==> config.mk <==
export PLATFORM = sky130hd
export DESIGN_NAME = l1_wb_arbiter
export DESIGN_NICKNAME = d
export VERILOG_FILES = /design/src/rtl/l1_wb_arbiter.sv
export SDC_FILE = /design/constraint.sdc
export NUM_CORES = 1
export LEC_CHECK = 0
export ABC_CLOCK_PERIOD_IN_PS = 3650
export BUFFER_PORTS_ARGS = -buffer_cell sky130_fd_sc_hd__buf_2
export CORE_MARGIN = 2
export CORE_UTILIZATION = 35
export CTS_CLUSTER_SIZE = 16
export DETAILED_ROUTE_END_ITERATION = 6
export GPL_ROUTABILITY_DRIVEN = 0
export GPL_TIMING_DRIVEN = 0
export PLACE_DENSITY_LB_ADDON = 0.3
export SLEW_MARGIN = 10
export SYNTH_ARGS = -nofsm -noshare
export SYNTH_HDL_FRONTEND = slang
export SYNTH_SLANG_ARGS = --single-unit
==> constraint.sdc <==
create_clock -name clk -period 3.65 [get_ports clk]
set_clock_uncertainty 0.05 [all_clocks]
set_input_delay 0.73 -clock clk [delete_from_list [all_inputs] [get_ports clk]]
set_output_delay 0.73 -clock clk [all_outputs]
set_load 0.01 [all_outputs]
==> src/rtl/l1_wb_arbiter.sv <==
// l1_wb_arbiter: shares one pipelined Wishbone master port between the L1I
// refill path and the L1D access path. Round-robin on ties, a single
// transaction in flight, a one-cycle completion pulse back to the winner and
// a grant-to-response watchdog that turns a silent slave into an error.
module l1_wb_arbiter #(
  parameter int ADDR_WIDTH = 32,
  parameter int DATA_WIDTH = 32,
  parameter int BE_WIDTH   = DATA_WIDTH / 8,
  parameter int TIMEOUT    = 255
) (
  input  logic                  clk,
  input  logic                  rst_n,
  // L1I refill requester (reads only)
  input  logic                  i_req_val,
  input  logic [ADDR_WIDTH-1:0] i_req_addr,
  output logic                  i_req_ack,
  output logic [DATA_WIDTH-1:0] i_ack_data,
  output logic                  i_ack_err,
  // L1D requester
  input  logic                  d_req_val,
  input  logic [ADDR_WIDTH-1:0] d_req_addr,
  input  logic                  d_req_we,
  input  logic [DATA_WIDTH-1:0] d_req_wdata,
  input  logic [BE_WIDTH-1:0]   d_req_be,
  output logic                  d_req_ack,
  output logic [DATA_WIDTH-1:0] d_ack_data,
  output logic                  d_ack_err,
  // Wishbone B4 pipelined master
  output logic                  wb_cyc_o,
  output logic                  wb_stb_o,
  output logic                  wb_we_o,
  output logic [ADDR_WIDTH-1:0] wb_adr_o,
  output logic [DATA_WIDTH-1:0] wb_dat_o,
  output logic [BE_WIDTH-1:0]   wb_sel_o,
  output logic                  wb_tgc_o,
  input  logic [DATA_WIDTH-1:0] wb_dat_i,
  input  logic                  wb_ack_i,
  input  logic                  wb_stall_i,
  input  logic                  wb_err_i
);

  // Counter must be able to hold TIMEOUT; keep at least one bit when disabled.
  localparam int CNT_W = (TIMEOUT > 1) ? $clog2(TIMEOUT + 1) : 1;
  localparam logic [CNT_W-1:0]      CNT_ONE   = CNT_W'(1'b1);
  localparam logic [CNT_W-1:0]      CNT_LIMIT = CNT_W'(TIMEOUT);
  localparam logic [DATA_WIDTH-1:0] DATA_ZERO = {DATA_WIDTH{1'b0}};
  localparam logic [ADDR_WIDTH-1:0] ADDR_ZERO = {ADDR_WIDTH{1'b0}};
  localparam logic [BE_WIDTH-1:0]   SEL_ZERO  = {BE_WIDTH{1'b0}};
  localparam logic [BE_WIDTH-1:0]   SEL_ALL   = {BE_WIDTH{1'b1}};

  typedef enum logic [1:0] {
    ST_IDLE = 2'd0,
    ST_REQ  = 2'd1,
    ST_WAIT = 2'd2,
    ST_RESP = 2'd3
  } state_t;

  state_t                state_q, state_d;
  logic                  cyc_q, cyc_d;
  logic                  stb_q, stb_d;
  logic                  we_q, we_d;
  logic [ADDR_WIDTH-1:0] adr_q, adr_d;
  logic [DATA_WIDTH-1:0] dat_q, dat_d;
  logic [BE_WIDTH-1:0]   sel_q, sel_d;
  logic                  tgc_q, tgc_d;
  // Owner of the current transaction: 1 = L1D, 0 = L1I.
  logic                  owner_is_d_q, owner_is_d_d;
  // Tie-break pointer: 1 = L1D wins the next tie. Reset 0 so I wins first.
  logic                  d_first_q, d_first_d;
  // Cycles elapsed since the grant cycle while the transaction is open.
  logic [CNT_W-1:0]      cnt_q, cnt_d;
  logic                  i_ack_q, i_ack_d;
  logic [DATA_WIDTH-1:0] i_data_q, i_data_d;
  logic                  i_err_q, i_err_d;
  logic                  d_ack_q, d_ack_d;
  logic [DATA_WIDTH-1:0] d_data_q, d_data_d;
  logic                  d_err_q, d_err_d;

  logic                  pick_d_s;
  logic                  bus_done_s;
  logic                  timeout_s;
  logic [DATA_WIDTH-1:0] rd_data_s;
  logic                  fire_s;
  logic                  fire_err_s;
  logic [DATA_WIDTH-1:0] fire_data_s;

  assign bus_done_s = wb_ack_i | wb_err_i;
  // An error response, or any write, returns zero data.
  assign rd_data_s  = (wb_err_i || we_q) ? DATA_ZERO : wb_dat_i;
  assign timeout_s  = (TIMEOUT != 0) && (cnt_q == CNT_LIMIT);

  // Next-state, bus-side and response-side decode for the transaction FSM.
  always_comb begin
    state_d      = state_q;
    cyc_d        = cyc_q;
    stb_d        = stb_q;
    we_d         = we_q;
    adr_d        = adr_q;
    dat_d        = dat_q;
    sel_d        = sel_q;
    tgc_d        = tgc_q;
    owner_is_d_d = owner_is_d_q;
    d_first_d    = d_first_q;
    cnt_d        = cnt_q;
    pick_d_s     = 1'b0;
    fire_s       = 1'b0;
    fire_err_s   = 1'b0;
    fire_data_s  = DATA_ZERO;

    case (state_q)
      ST_IDLE: begin
        if (i_req_val || d_req_val) begin
          // D wins when alone, or on a tie when the pointer favours it.
          pick_d_s     = d_req_val & (~i_req_val | d_first_q);
          owner_is_d_d = pick_d_s;
          d_first_d    = ~pick_d_s;
          cyc_d        = 1'b1;
          stb_d        = 1'b1;
          cnt_d        = CNT_ONE;
          state_d      = ST_REQ;
          if (pick_d_s) begin
            adr_d = d_req_addr;
            we_d  = d_req_we;
            dat_d = d_req_wdata;
            sel_d = d_req_be;
            tgc_d = 1'b0;
          end else begin
            adr_d = i_req_addr;
            we_d  = 1'b0;
            dat_d = DATA_ZERO;
            sel_d = SEL_ALL;
            tgc_d = 1'b1;
          end
        end else begin
          state_d = ST_IDLE;
        end
      end

      ST_REQ: begin
        if (!wb_stall_i) begin
          // Request accepted this cycle; a same-cycle response skips WAIT.
          stb_d = 1'b0;
          if (bus_done_s) begin
            fire_s      = 1'b1;
            fire_err_s  = wb_err_i;
            fire_data_s = rd_data_s;
          end else if (timeout_s) begin
            fire_s     = 1'b1;
            fire_err_s = 1'b1;
          end else begin
            state_d = ST_WAIT;
            cnt_d   = cnt_q + CNT_ONE;
          end
        end else begin
          // Still stalled: any ack/err seen now belongs to nothing of ours.
          if (timeout_s) begin
            fire_s     = 1'b1;
            fire_err_s = 1'b1;
          end else begin
            cnt_d = cnt_q + CNT_ONE;
          end
        end
      end

      ST_WAIT: begin
        if (bus_done_s) begin
          fire_s      = 1'b1;
          fire_err_s  = wb_err_i;
          fire_data_s = rd_data_s;
        end else if (timeout_s) begin
          fire_s     = 1'b1;
          fire_err_s = 1'b1;
        end else begin
          cnt_d = cnt_q + CNT_ONE;
        end
      end

      ST_RESP: begin
        state_d = ST_IDLE;
      end

      default: begin
        state_d = ST_IDLE;
        cyc_d   = 1'b0;
        stb_d   = 1'b0;
      end
    endcase

    // Closing the transaction: release the bus and pulse the owner.
    state_d  = fire_s ? ST_RESP : state_d;
    cyc_d    = cyc_d & ~fire_s;
    stb_d    = stb_d & ~fire_s;
    i_ack_d  = fire_s & ~owner_is_d_q;
    i_err_d  = fire_s & ~owner_is_d_q & fire_err_s;
    i_data_d = (fire_s && !owner_is_d_q) ? fire_data_s : DATA_ZERO;
    d_ack_d  = fire_s & owner_is_d_q;
    d_err_d  = fire_s & owner_is_d_q & fire_err_s;
    d_data_d = (fire_s && owner_is_d_q) ? fire_data_s : DATA_ZERO;
  end

  // State, bus outputs, response outputs, watchdog and tie pointer registers.
  always_ff @(posedge clk or negedge rst_n) begin
    if (!rst_n) begin
      state_q      <= ST_IDLE;
      cyc_q        <= 1'b0;
      stb_q        <= 1'b0;
      we_q         <= 1'b0;
      adr_q        <= ADDR_ZERO;
      dat_q        <= DATA_ZERO;
      sel_q        <= SEL_ZERO;
      tgc_q        <= 1'b0;
      owner_is_d_q <= 1'b0;
      d_first_q    <= 1'b0;
      cnt_q        <= {CNT_W{1'b0}};
      i_ack_q      <= 1'b0;
      i_data_q     <= DATA_ZERO;
      i_err_q      <= 1'b0;
      d_ack_q      <= 1'b0;
      d_data_q     <= DATA_ZERO;
      d_err_q      <= 1'b0;
    end else begin
      state_q      <= state_d;
      cyc_q        <= cyc_d;
      stb_q        <= stb_d;
      we_q         <= we_d;
      adr_q        <= adr_d;
      dat_q        <= dat_d;
      sel_q        <= sel_d;
      tgc_q        <= tgc_d;
      owner_is_d_q <= owner_is_d_d;
      d_first_q    <= d_first_d;
      cnt_q        <= cnt_d;
      i_ack_q      <= i_ack_d;
      i_data_q     <= i_data_d;
      i_err_q      <= i_err_d;
      d_ack_q      <= d_ack_d;
      d_data_q     <= d_data_d;
      d_err_q      <= d_err_d;
    end
  end

  assign wb_cyc_o   = cyc_q;
  assign wb_stb_o   = stb_q;
  assign wb_we_o    = we_q;
  assign wb_adr_o   = adr_q;
  assign wb_dat_o   = dat_q;
  assign wb_sel_o   = sel_q;
  assign wb_tgc_o   = tgc_q;
  assign i_req_ack  = i_ack_q;
  assign i_ack_data = i_data_q;
  assign i_ack_err  = i_err_q;
  assign d_req_ack  = d_ack_q;
  assign d_ack_data = d_data_q;
  assign d_ack_err  = d_err_q;

endmodule

==> results.py, run 1 <==
metrics = {
    "critical_path": {
        "cp_slowest_cell": "nor4b_4",
        "crit_type": "reg2reg",
        "critPathRequiredTime_ns": 3.95,
        "worst-endpoint-arrival_ns": 2.64,
        "worstPathCellList": "inv_1, ha_1, clkbuf_1, nor4b_4, clkbuf_2, and3_1",
        "cp-end-kind": "flip-flop",
        "path_max_fanout": 10,
        "r2r_cells": 6,
        "setup.worst_path.start_class": "flip-flop",
        "critical-path-max-stage-delay_ns": 0.55,
    },
    "route": {
        "wl_per_cell_um": 17.27,
        "first_pass_iters": 7,
        "antenna_left": 0,
        "via_per_inst": 5.027,
        "drc": 0,
        "vias": 4997,
        "drtIter0Drc": 364,
        "totalWireLength_mm": 17.17,
    },
    "yosys": {
        "synth_nets": 608,
        "syn_area_um2": 5818,
        "ys_warn_count": 0,
        "yosysUniqueCellTypes": 51,
        "syn_inst": 463,
        "ys_seq_area_share_pct": 64.95,
        "syn_area_per_cell_um2": 12.57,
        "synth-edff-count": 0,
        "synth.top_cell.area_share_pct": 64.95,
        "synth_top_area_cell": "dfrtp_1",
        "async_flop_share_pct": 100.0,
        "synth.ff_latch_count": 151,
        "synth_flop_cell": "dfrtp_1",
        "synth_area_leaders": "dfrtp_1 (65%), and3_1 (7.0%), a222oi_1 (5.5%)",
    },
    "floorplanning": {
        "die_height_um": 132.9,
        "core_area_um2": 16410,
        "initial_core_util_pct": 35.46,
        "die_area_um2": 17670,
        "num_rows": 47,
        "die_w_um": 132.9,
        "ios": 280,
    },
    "sta": {
        "slew-limit-headroom_pct": 60.10,
        "setup_tns_ns": 0,
        "hold_viol": 0,
        "max_freq_ghz": 0.4282,
        "setup_viol": 0,
        "worst_slack_ns": 1.314,
        "tightestPinTransition_ns": 0.5959,
        "slew_viol_final": 0,
        "fin_hold_ws_ns": 0.1395,
        "period_share_pct": 63.99,
        "period_needed_ns": 2.336,
        "grt_setup_unrepaired": "false",
    },
    "cells_and_area": {
        "n_fill_cell": 1531,
        "final_area_um2": 8090,
        "finalNetCount": 905,
        "final_layout_size_suffix_gt1_share_pct": 43.47,
        "syn2layout_area_growth_pct": 39.05,
    },
    "power_and_ir_drop": {
        "peakVddDrop_uv": 316.1,
        "total_power_mw": 6.174,
        "power_density_nw_per_um2": 763.1,
        "leakagePower_nw": 4.736,
    },
    "global_route": {
        "antenna_found_initial": 1,
        "grt_pass1_vias": 4842,
        "grtUsageTotal_pct": 19.49,
        "overflow": 0,
        "grt_max_degree": 104,
        "grt_pass1_wl_mm": 26.53,
    },
    "run_status": {
        "status": "complete, no violations",
    },
    "clocking": {
        "tritoncts_num_sinks": 151,
        "holdBufCountCts": 0,
        "clock-root-buffer": "clkbuf_16",
        "clk_latency_ns": 0.42,
        "post_cts.repair.setup_buffers": 0,
        "cts_tree": "done",
        "cts-buffers-inserted": 17,
        "htree_levels": 4,
        "clock_path_buffers": 2,
        "cts.clk_slew.worst_paths_ns": 0.07,
        "cts-resized-gates": 0,
    },
    "place": {
        "io_buffers": 277,
        "post-place-ws_ns": 1.162,
        "dpl_cell_area_um2": 7517,
        "place_hpwl_mm": 12.81,
    },
    "worst_hold_path": {
        "hp-class": "in2async",
    },
    "run": {
        "drv_cap": 0,
    },
}
[metrics by stage]
step,utilization (%),instances
after global placement,45.59,960
after floorplan,-,463
after CTS,49.29,993
final,49.31,994
after detailed placement,45.82,961
after global routing,49.29,993
[layout by cell type, fill, tap and decap left out, types with 14 or more instances in the layout]
cell / synthesis / final
and3_1: 65 / 65
buf_2: 9 / 285
inv_1: 38 / 38
a222oi_1: 32 / 32
a22o_1: 33 / 33
dfrtp_1: 151 / 151
clkbuf_1: 14 / 15
nand2_1: 14 / 14
clkbuf_16: 0 / 17
[state kept, by name (all words and copies together), names as in the netlist, 2 cells and up]
register / cells
cnt_q: 8
wb_dat_o: 32
state_q: 2
wb_adr_o: 32
wb_sel_o: 4
d_ack_data: 32
i_ack_data: 32
[per-layer routing]
metal	global-route usage, %	share of wire, %	wire length (µm)	up-vias
li1	-	-	-	2319
met1	24.23	40	6890	2370
met2	31.38	48	8218	269
met3	5.900	8.5	1458	37
met4	8.841	3.4	586	2
met5	0	0.064	11	-
[where the power goes]
group | switching, mW | internal (mW) | total [mW]
sequential | 0.268 | 2.11 | 2.38
clock | 0.750 | 0.961 | 1.71
combinational | 1.24 | 0.852 | 2.09
total | 2.25 | 3.92 | 6.17
[logic make-up (layout without fill, tap and decap cells)]
family / count (synthesis) / in the layout / synth area share (%)
fa+ha+maj: 5 / 5 / 1.075
mux: 1 / 1 / 0.1720
compound gates: 114 / 114 / 16.39
buf+inv: 73 / 383 / 5.075
simple gates: 118 / 118 / 12.19
flops: 151 / 151 / 64.95
other cells: 0 / 1 / 0
xor+xnor: 1 / 1 / 0.1506
[worst max-delay path: cells and delay by family (launching register included)]
family                   cells  cell delay (ns)
buffers and inverters        3             0.77
AND/OR/NAND/NOR              2             0.75
flip-flops                   1             0.41
adder cells (fa/ha/maj)      1             0.27
[area by class of cell]
cell class	count	area (µm²)	area share [%]
plain buffers	35	152.6	1.887
multi-input cells	239	1744	21.56
inverters	38	142.6	1.763
repair buffers	278	1424	17.60
clock inverters	14	141.4	1.748
diodes	1	2.502	0.03093
well taps	220	275.3	3.402
clock buffers	18	429.2	5.305
flip-flops and latches	151	3779	46.71
[Yosys cell counts, types with 4 or more instances]
cell type / count
a21oi_1: 8
a222oi_1: 32
a22o_1: 33
and3_1: 65
buf_1: 4
buf_2: 9
clkbuf_1: 14
clkbuf_2: 8
dfrtp_1: 151
ha_1: 5
inv_1: 38
nand2_1: 14
nand3_1: 9
nor2_1: 9
nor3_1: 5
o21ai_0: 9
o22a_1: 5
[path summary, 6_finish.rpt]
kind	start	endpoint	slack, ns
max	state_q[1]	d_ack_data[10]	1.31
max in group asynchronous	rst_n	d_ack_data[26]	2.55
min	rst_n	wb_dat_o[24]	0.14
min reg2reg	wb_cyc_o	wb_cyc_o	0.44
max reg2reg	state_q[1]	d_ack_data[10]	1.31
min in group clk	wb_cyc_o	wb_cyc_o	0.44
Note: power is estimated with default switching activity, not from simulation.
==> inputs of run 2 (changes only) <==
- ABC_AREA: unset -> 1
- ABC_CLOCK_PERIOD_IN_PS: 3650 -> 2400
- clock period: 3.65 -> 2.4 ns (I/O delays scaled with it)
==> results.py, run 2 <==
metrics = {
    "run_status": {
        "status": "complete, no violations",
    },
    "cells_and_area": {
        "fin_cells": 1154,
        "final_layout_size_suffix_gt1_share_pct": 37.14,
        "finalNetCount": 1061,
        "antennaDiodeCount": 0,
        "n_fill_cell": 1664,
        "seq_area_um2": 3779,
        "final_cell_mix": "buf_2 (286), dfrtp_1 (151), nand2_1 (135)",
        "syn2layout_area_growth_pct": 38.07,
        "layout_commonest_cell": "buf_2",
        "multi_input_area_um2": 2006,
    },
    "global_route": {
        "met1_usage_pct": 24.28,
        "grt.met3_usage_pct": 5.948,
        "grt_pass1_vias": 5291,
        "grtUsageTotal_pct": 19.20,
        "antenna_found_initial": 1,
        "grt_busiest_layer": "met2",
        "grt_pass1_wl_mm": 27.32,
        "overflow": 0,
        "met2_usage_pct": 31.17,
        "grt_max_degree": 80,
    },
    "yosys": {
        "syn_inst": 616,
        "syn_area_per_cell_um2": 9.843,
        "synth_flop_cell": "dfrtp_1",
        "synth_top_area_cell": "dfrtp_1",
        "syn_area_um2": 6063,
        "synth.most_common_cell": "dfrtp_1",
        "synth.ff_latch_count": 151,
        "synth_area_leaders": "dfrtp_1 (62%), nand3_1 (9.1%), nand2_1 (8.4%)",
        "synth-edff-count": 0,
        "ys_top_cells_by_count": "dfrtp_1 (151), nand2_1 (135), nand3_1 (110), nor2_1 (77), a22o_1 (33)",
        "synth_nets": 761,
        "ys_seq_area_share_pct": 62.32,
        "ys_warn_count": 0,
        "synth.top_cell.area_share_pct": 62.32,
        "async_flop_share_pct": 100.0,
        "yosysUniqueCellTypes": 29,
    },
    "clocking": {
        "cts.clk_slew.worst_paths_ns": 0.07,
        "htree_levels": 4,
        "post_cts.repair.setup_buffers": 0,
        "clock_path_buffers": 2,
        "clk_latency_ns": 0.42,
        "clock-root-buffer": "clkbuf_16",
        "cts_tree": "done",
        "cts-buffers-inserted": 17,
        "tritoncts_num_sinks": 151,
    },
    "route": {
        "drc": 0,
        "antenna_left": 0,
        "wl_per_cell_um": 15.31,
        "via_per_inst": 4.760,
        "totalWireLength_mm": 17.67,
        "vias": 5493,
        "first_pass_iters": 6,
        "drtIter0Drc": 156,
    },
    "place": {
        "io_buffers": 279,
        "place_inst": 1121,
        "place_hpwl_mm": 13.23,
        "post-place-ws_ns": 0.07742,
    },
    "critical_path": {
        "critPathRequiredTime_ns": 2.69,
        "crit_type": "reg2reg",
        "path_buf_inv": 3,
        "worst-endpoint-arrival_ns": 2.49,
        "crit_family": "buffers and inverters",
        "path_depth": 8,
        "setup.worst_path.start_class": "flip-flop",
        "worstPathCellList": "inv_1, ha_1, buf_2, a21oi_1, nor3_4, clkbuf_1, nand3_1, nor2_1",
        "cp_slowest_cell": "dfrtp_1",
        "cp-end-kind": "flip-flop",
        "r2r_cells": 8,
        "path_max_fanout": 10,
        "critical-path-max-stage-delay_ns": 0.40,
    },
    "power_and_ir_drop": {
        "power_density_nw_per_um2": 1102,
        "leakagePower_nw": 4.541,
        "peakVddDrop_uv": 631.0,
    },
    "floorplanning": {
        "num_rows": 48,
        "initial_core_util_pct": 35.42,
        "die_w_um": 135.6,
        "core_area_um2": 17120,
        "die_height_um": 135.6,
        "ios": 280,
        "die_area_um2": 18390,
    },
    "sta": {
        "tightestPinTransition_ns": 0.7397,
        "worst_slack_ns": 0.2018,
        "period_share_pct": 91.59,
        "period_needed_ns": 2.198,
        "slew_viol_final": 0,
        "hold_viol": 0,
        "grt_setup_unrepaired": "true",
        "slew-limit-headroom_pct": 50.69,
        "max_freq_ghz": 0.4549,
        "setup_viol": 0,
    },
    "worst_hold_path": {
        "min_path_cells": 3,
        "hp-class": "in2reg",
    },
    "run": {
        "drv_cap": 0,
    },
}
==> run 2: changes by cell type in the layout (fill, tap and decap cells not counted), sizes merged, moves of 3 or more <==
cell,previous run,this run
buf,291,301
o21a,3,0
and3,65,0
nand3,9,110
nand2,14,141
inv,46,34
nor2,11,80
a222oi,32,0
clkbuf,40,33
nor3,6,3
==> run 2: timing repair <==
item | in CTS | in global routing
hold buffers | 1 | 0
resized for setup | 0 | 6
setup endpoints to repair | 0 | 40
endpoints found under the hold margin | 7 | 0
==> run 2: path summary, 6_finish.rpt <==
check	startpoint	slack [ns]	end
max in group asynchronous	rst_n	0.96	wb_dat_o[16]
worst min register to register	wb_adr_o[4]	0.44	wb_adr_o[4]
worst max-delay path	state_q[1]	0.20	i_ack_data[18]
worst min-delay path	d_req_addr[2]	0.21	wb_adr_o[2]
worst max register to register	state_q[1]	0.20	i_ack_data[18]
min in group asynchronous	rst_n	0.58	d_ack_data[10]
==> run 2: kinds of logic (layout without fill, tap and decap cells) <==
| group | after synthesis | in the layout | synth area share [%] |
|---|---|---|---|
| AOI/OAI and AO/OA | 61 | 61 | 7.656 |
| xor gates and xnor gates | 1 | 1 | 0.1445 |
| adders and majority gates | 5 | 5 | 1.032 |
| buffers and inverters | 62 | 375 | 4.746 |
| DFF | 151 | 151 | 62.32 |
| and+or+nand+nor | 336 | 336 | 24.10 |
==> run 2: tightest hold or removal path, delay by kind of cell <==
family,cells,cell delay [ns]
and+or+nand+nor,2,0.09
buffers and inverters,1,0.07
==> run 2: per-stage QoR <==
stage | hold slack [ns] | area [µm²] | util, % | setup TNS (ns) | total power, mW
final | 0.2090 | 8372 | 48.91 | 0 | 9.229
after global routing | 0.1998 | 8372 | 48.91 | -0.03994 | 9.800
after CTS | 0.1915 | 8361 | 48.85 | 0 | 9.289
after detailed placement | 0.4280 | 7779 | 45.45 | 0 | 6.684
after global placement | 0.4250 | 7741 | 45.23 | -209.45 | 6.636
after floorplan | 0.1344 | 6063 | - | 0 | 5.381
==> run 2: report_power, final <==
part	switching, mW	total, mW	internal, mW
clock network	1.18	2.58	1.40
logic	1.94	3.16	1.22
registers	0.347	3.48	3.14
total	3.47	9.23	5.76
==> run 2: per-layer routing <==
| layer | wire length (µm) | vias up |
|---|---|---|
| li1 | - | 2648 |
| met1 | 7507 | 2561 |
| met2 | 8308 | 260 |
| met3 | 1556 | 22 |
| met4 | 286 | 2 |
| met5 | 13 | - |
==> run 2: layout make-up <==
type | instances | share of cell area, %
buffer | 36 | 2.302
sequential | 151 | 45.14
inverter | 26 | 1.166
timing repair buffer | 281 | 17.25
clock inverter | 14 | 1.584
clock buffer | 18 | 5.246
multi-input combinational | 403 | 23.96
tap | 225 | 3.363
==> inputs of run 3 (changes only) <==
- CELL_PAD_IN_SITES_DETAIL_PLACEMENT: unset -> 0
- CELL_PAD_IN_SITES_GLOBAL_PLACEMENT: unset -> 1
- CORE_UTILIZATION: 35 -> 34
==> results.py, run 3 (synthesized netlist as in run 2, its figures left out) <==
metrics = {
    "cells_and_area": {
        "syn2layout_area_growth_pct": 38.20,
        "antennaDiodeCount": 0,
        "layout_commonest_cell": "buf_2",
        "finalNetCount": 1060,
        "final_cell_mix": "buf_2 (285), dfrtp_1 (151), nand2_1 (135)",
        "post-route-util_pct": 48.28,
        "final_layout_size_suffix_gt1_share_pct": 37.28,
    },
    "run_status": {
        "status": "complete, no violations",
    },
    "clocking": {
        "clock_path_buffers": 2,
        "cts_tree": "done",
        "clk_latency_ns": 0.41,
        "post_cts.repair.setup_buffers": 0,
        "clock-root-buffer": "clkbuf_16",
        "cts-buffers-inserted": 17,
        "htree_levels": 4,
        "tritoncts_num_sinks": 151,
        "cts.clk_slew.worst_paths_ns": 0.07,
    },
    "sta": {
        "hold_viol": 0,
        "setup_viol": 0,
        "slew_viol_final": 0,
        "tightestPinTransition_ns": 0.7983,
        "slew-limit-headroom_pct": 46.78,
        "fin_hold_ws_ns": 0.2155,
        "period_share_pct": 90.16,
        "max_freq_ghz": 0.4622,
        "grt_setup_unrepaired": "false",
        "period_needed_ns": 2.164,
    },
    "route": {
        "vias": 5462,
        "drtIter0Drc": 287,
        "via_per_inst": 4.737,
        "antenna_left": 0,
        "wl_per_cell_um": 16.55,
        "totalWireLength_mm": 19.08,
        "first_pass_iters": 5,
        "drc": 0,
    },
    "run": {
        "drv_cap": 0,
    },
    "critical_path": {
        "crit_type": "reg2reg",
        "critical-path-max-stage-delay_ns": 0.63,
        "crit_family": "compound AO/OA/AOI/OAI gates",
        "worst-endpoint-arrival_ns": 2.42,
        "cp-end-kind": "flip-flop",
        "critPathRequiredTime_ns": 2.66,
        "path_buf_inv": 3,
        "setup.worst_path.start_class": "flip-flop",
        "worstPathCellList": "inv_1, ha_1, inv_1, nor2_2, a21oi_1, nor2_2, nand2_1, inv_1, nand2_1, nand2_1",
        "cp_slowest_cell": "a21oi_1",
        "path_max_fanout": 7,
    },
    "floorplanning": {
        "ios": 280,
        "core_area_um2": 17360,
        "die_area_um2": 18920,
        "num_rows": 48,
        "die_height_um": 137.5,
        "die_w_um": 137.5,
        "initial_core_util_pct": 34.93,
    },
    "global_route": {
        "grt_pass1_vias": 5433,
        "grtUsageTotal_pct": 20.56,
        "overflow": 0,
        "grt_pass1_wl_mm": 29.29,
        "grt_max_degree": 99,
        "antenna_found_initial": 0,
    },
    "power_and_ir_drop": {
        "power_density_nw_per_um2": 1111,
        "total_power_mw": 9.309,
        "peakVddDrop_uv": 595.8,
        "leakagePower_nw": 4.549,
    },
    "worst_hold_path": {
        "hp-class": "in2reg",
    },
    "place": {
        "io_buffers": 279,
        "place_hpwl_mm": 14.25,
    },
}
-- run 3: cell count changes in the layout (fill, tap and decap cells not counted), sizes merged --
cell    delta
buf        -3
clkinv     -1
inv        -1
clkbuf     +3
bufinv     +1
-- run 3: per-layer routing --
metal	track usage [%]	vias to the layer above	routed length (µm)
li1	-	2635	-
met1	25.52	2575	7924
met2	34.16	238	9202
met3	6.586	14	1688
met4	6.357	0	262
met5	0	-	0
-- run 3: repair_timing --
| action | in CTS | in global routing |
|---|---|---|
| setup endpoints to repair | 0 | 65 |
| hold buffers | 1 | 0 |
| resized for setup | 0 | 9 |
| hold endpoints to repair | 53 | 0 |
-- run 3: stage by stage --
stage                     TNS, ns  setup slack (ns)  instances  area, µm²
after global routing            0          0.005688       1153       8379
final                           0            0.2363       1153       8379
after CTS                       0           0.04266       1154       8367
after floorplan                 0            0.6678        616       6063
after global placement    -224.24            -1.495       1120       7741
after detailed placement        0           0.06219       1121       7779
-- run 3: final timing paths --
path / startpoint / endpoint / slack (ns) / cells after the start
worst max register to register: state_q[0] / cnt_q[1] / 0.24 / 10
worst max-delay path: state_q[0] / cnt_q[1] / 0.24 / 10
worst min-delay path: d_req_addr[29] / wb_adr_o[29] / 0.22 / 3
max in group asynchronous: rst_n / wb_dat_o[3] / 0.94 / 3
worst min register to register: wb_adr_o[17] / wb_adr_o[17] / 0.44 / 2
min in group asynchronous: rst_n / i_ack_data[4] / 0.52 / 2
-- run 3: cell type report --
cell class                      count  area (µm²)
Sequential cell                   151        3779
Multi-Input combinational cell    403        2006
Tap cell                          225       281.5
Fill cell                        1729        8977
Buffer                             35       193.9
Timing Repair Buffer              281        1444
Clock buffer                       19       442.9
Clock inverter                     13       135.1
Inverter                           26       97.59
-- run 3: report_power, final --
part	switching, mW	internal, mW	leakage [nW]
Sequential	0.328	3.14	1.99
Clock	1.15	1.49	0.278
Combinational	1.98	1.23	2.28
-- run 3: worst min-delay path, stage by stage --
cell,delay [ns]
buf_2,0.07
nand2_1,0.04
nand3_1,0.05
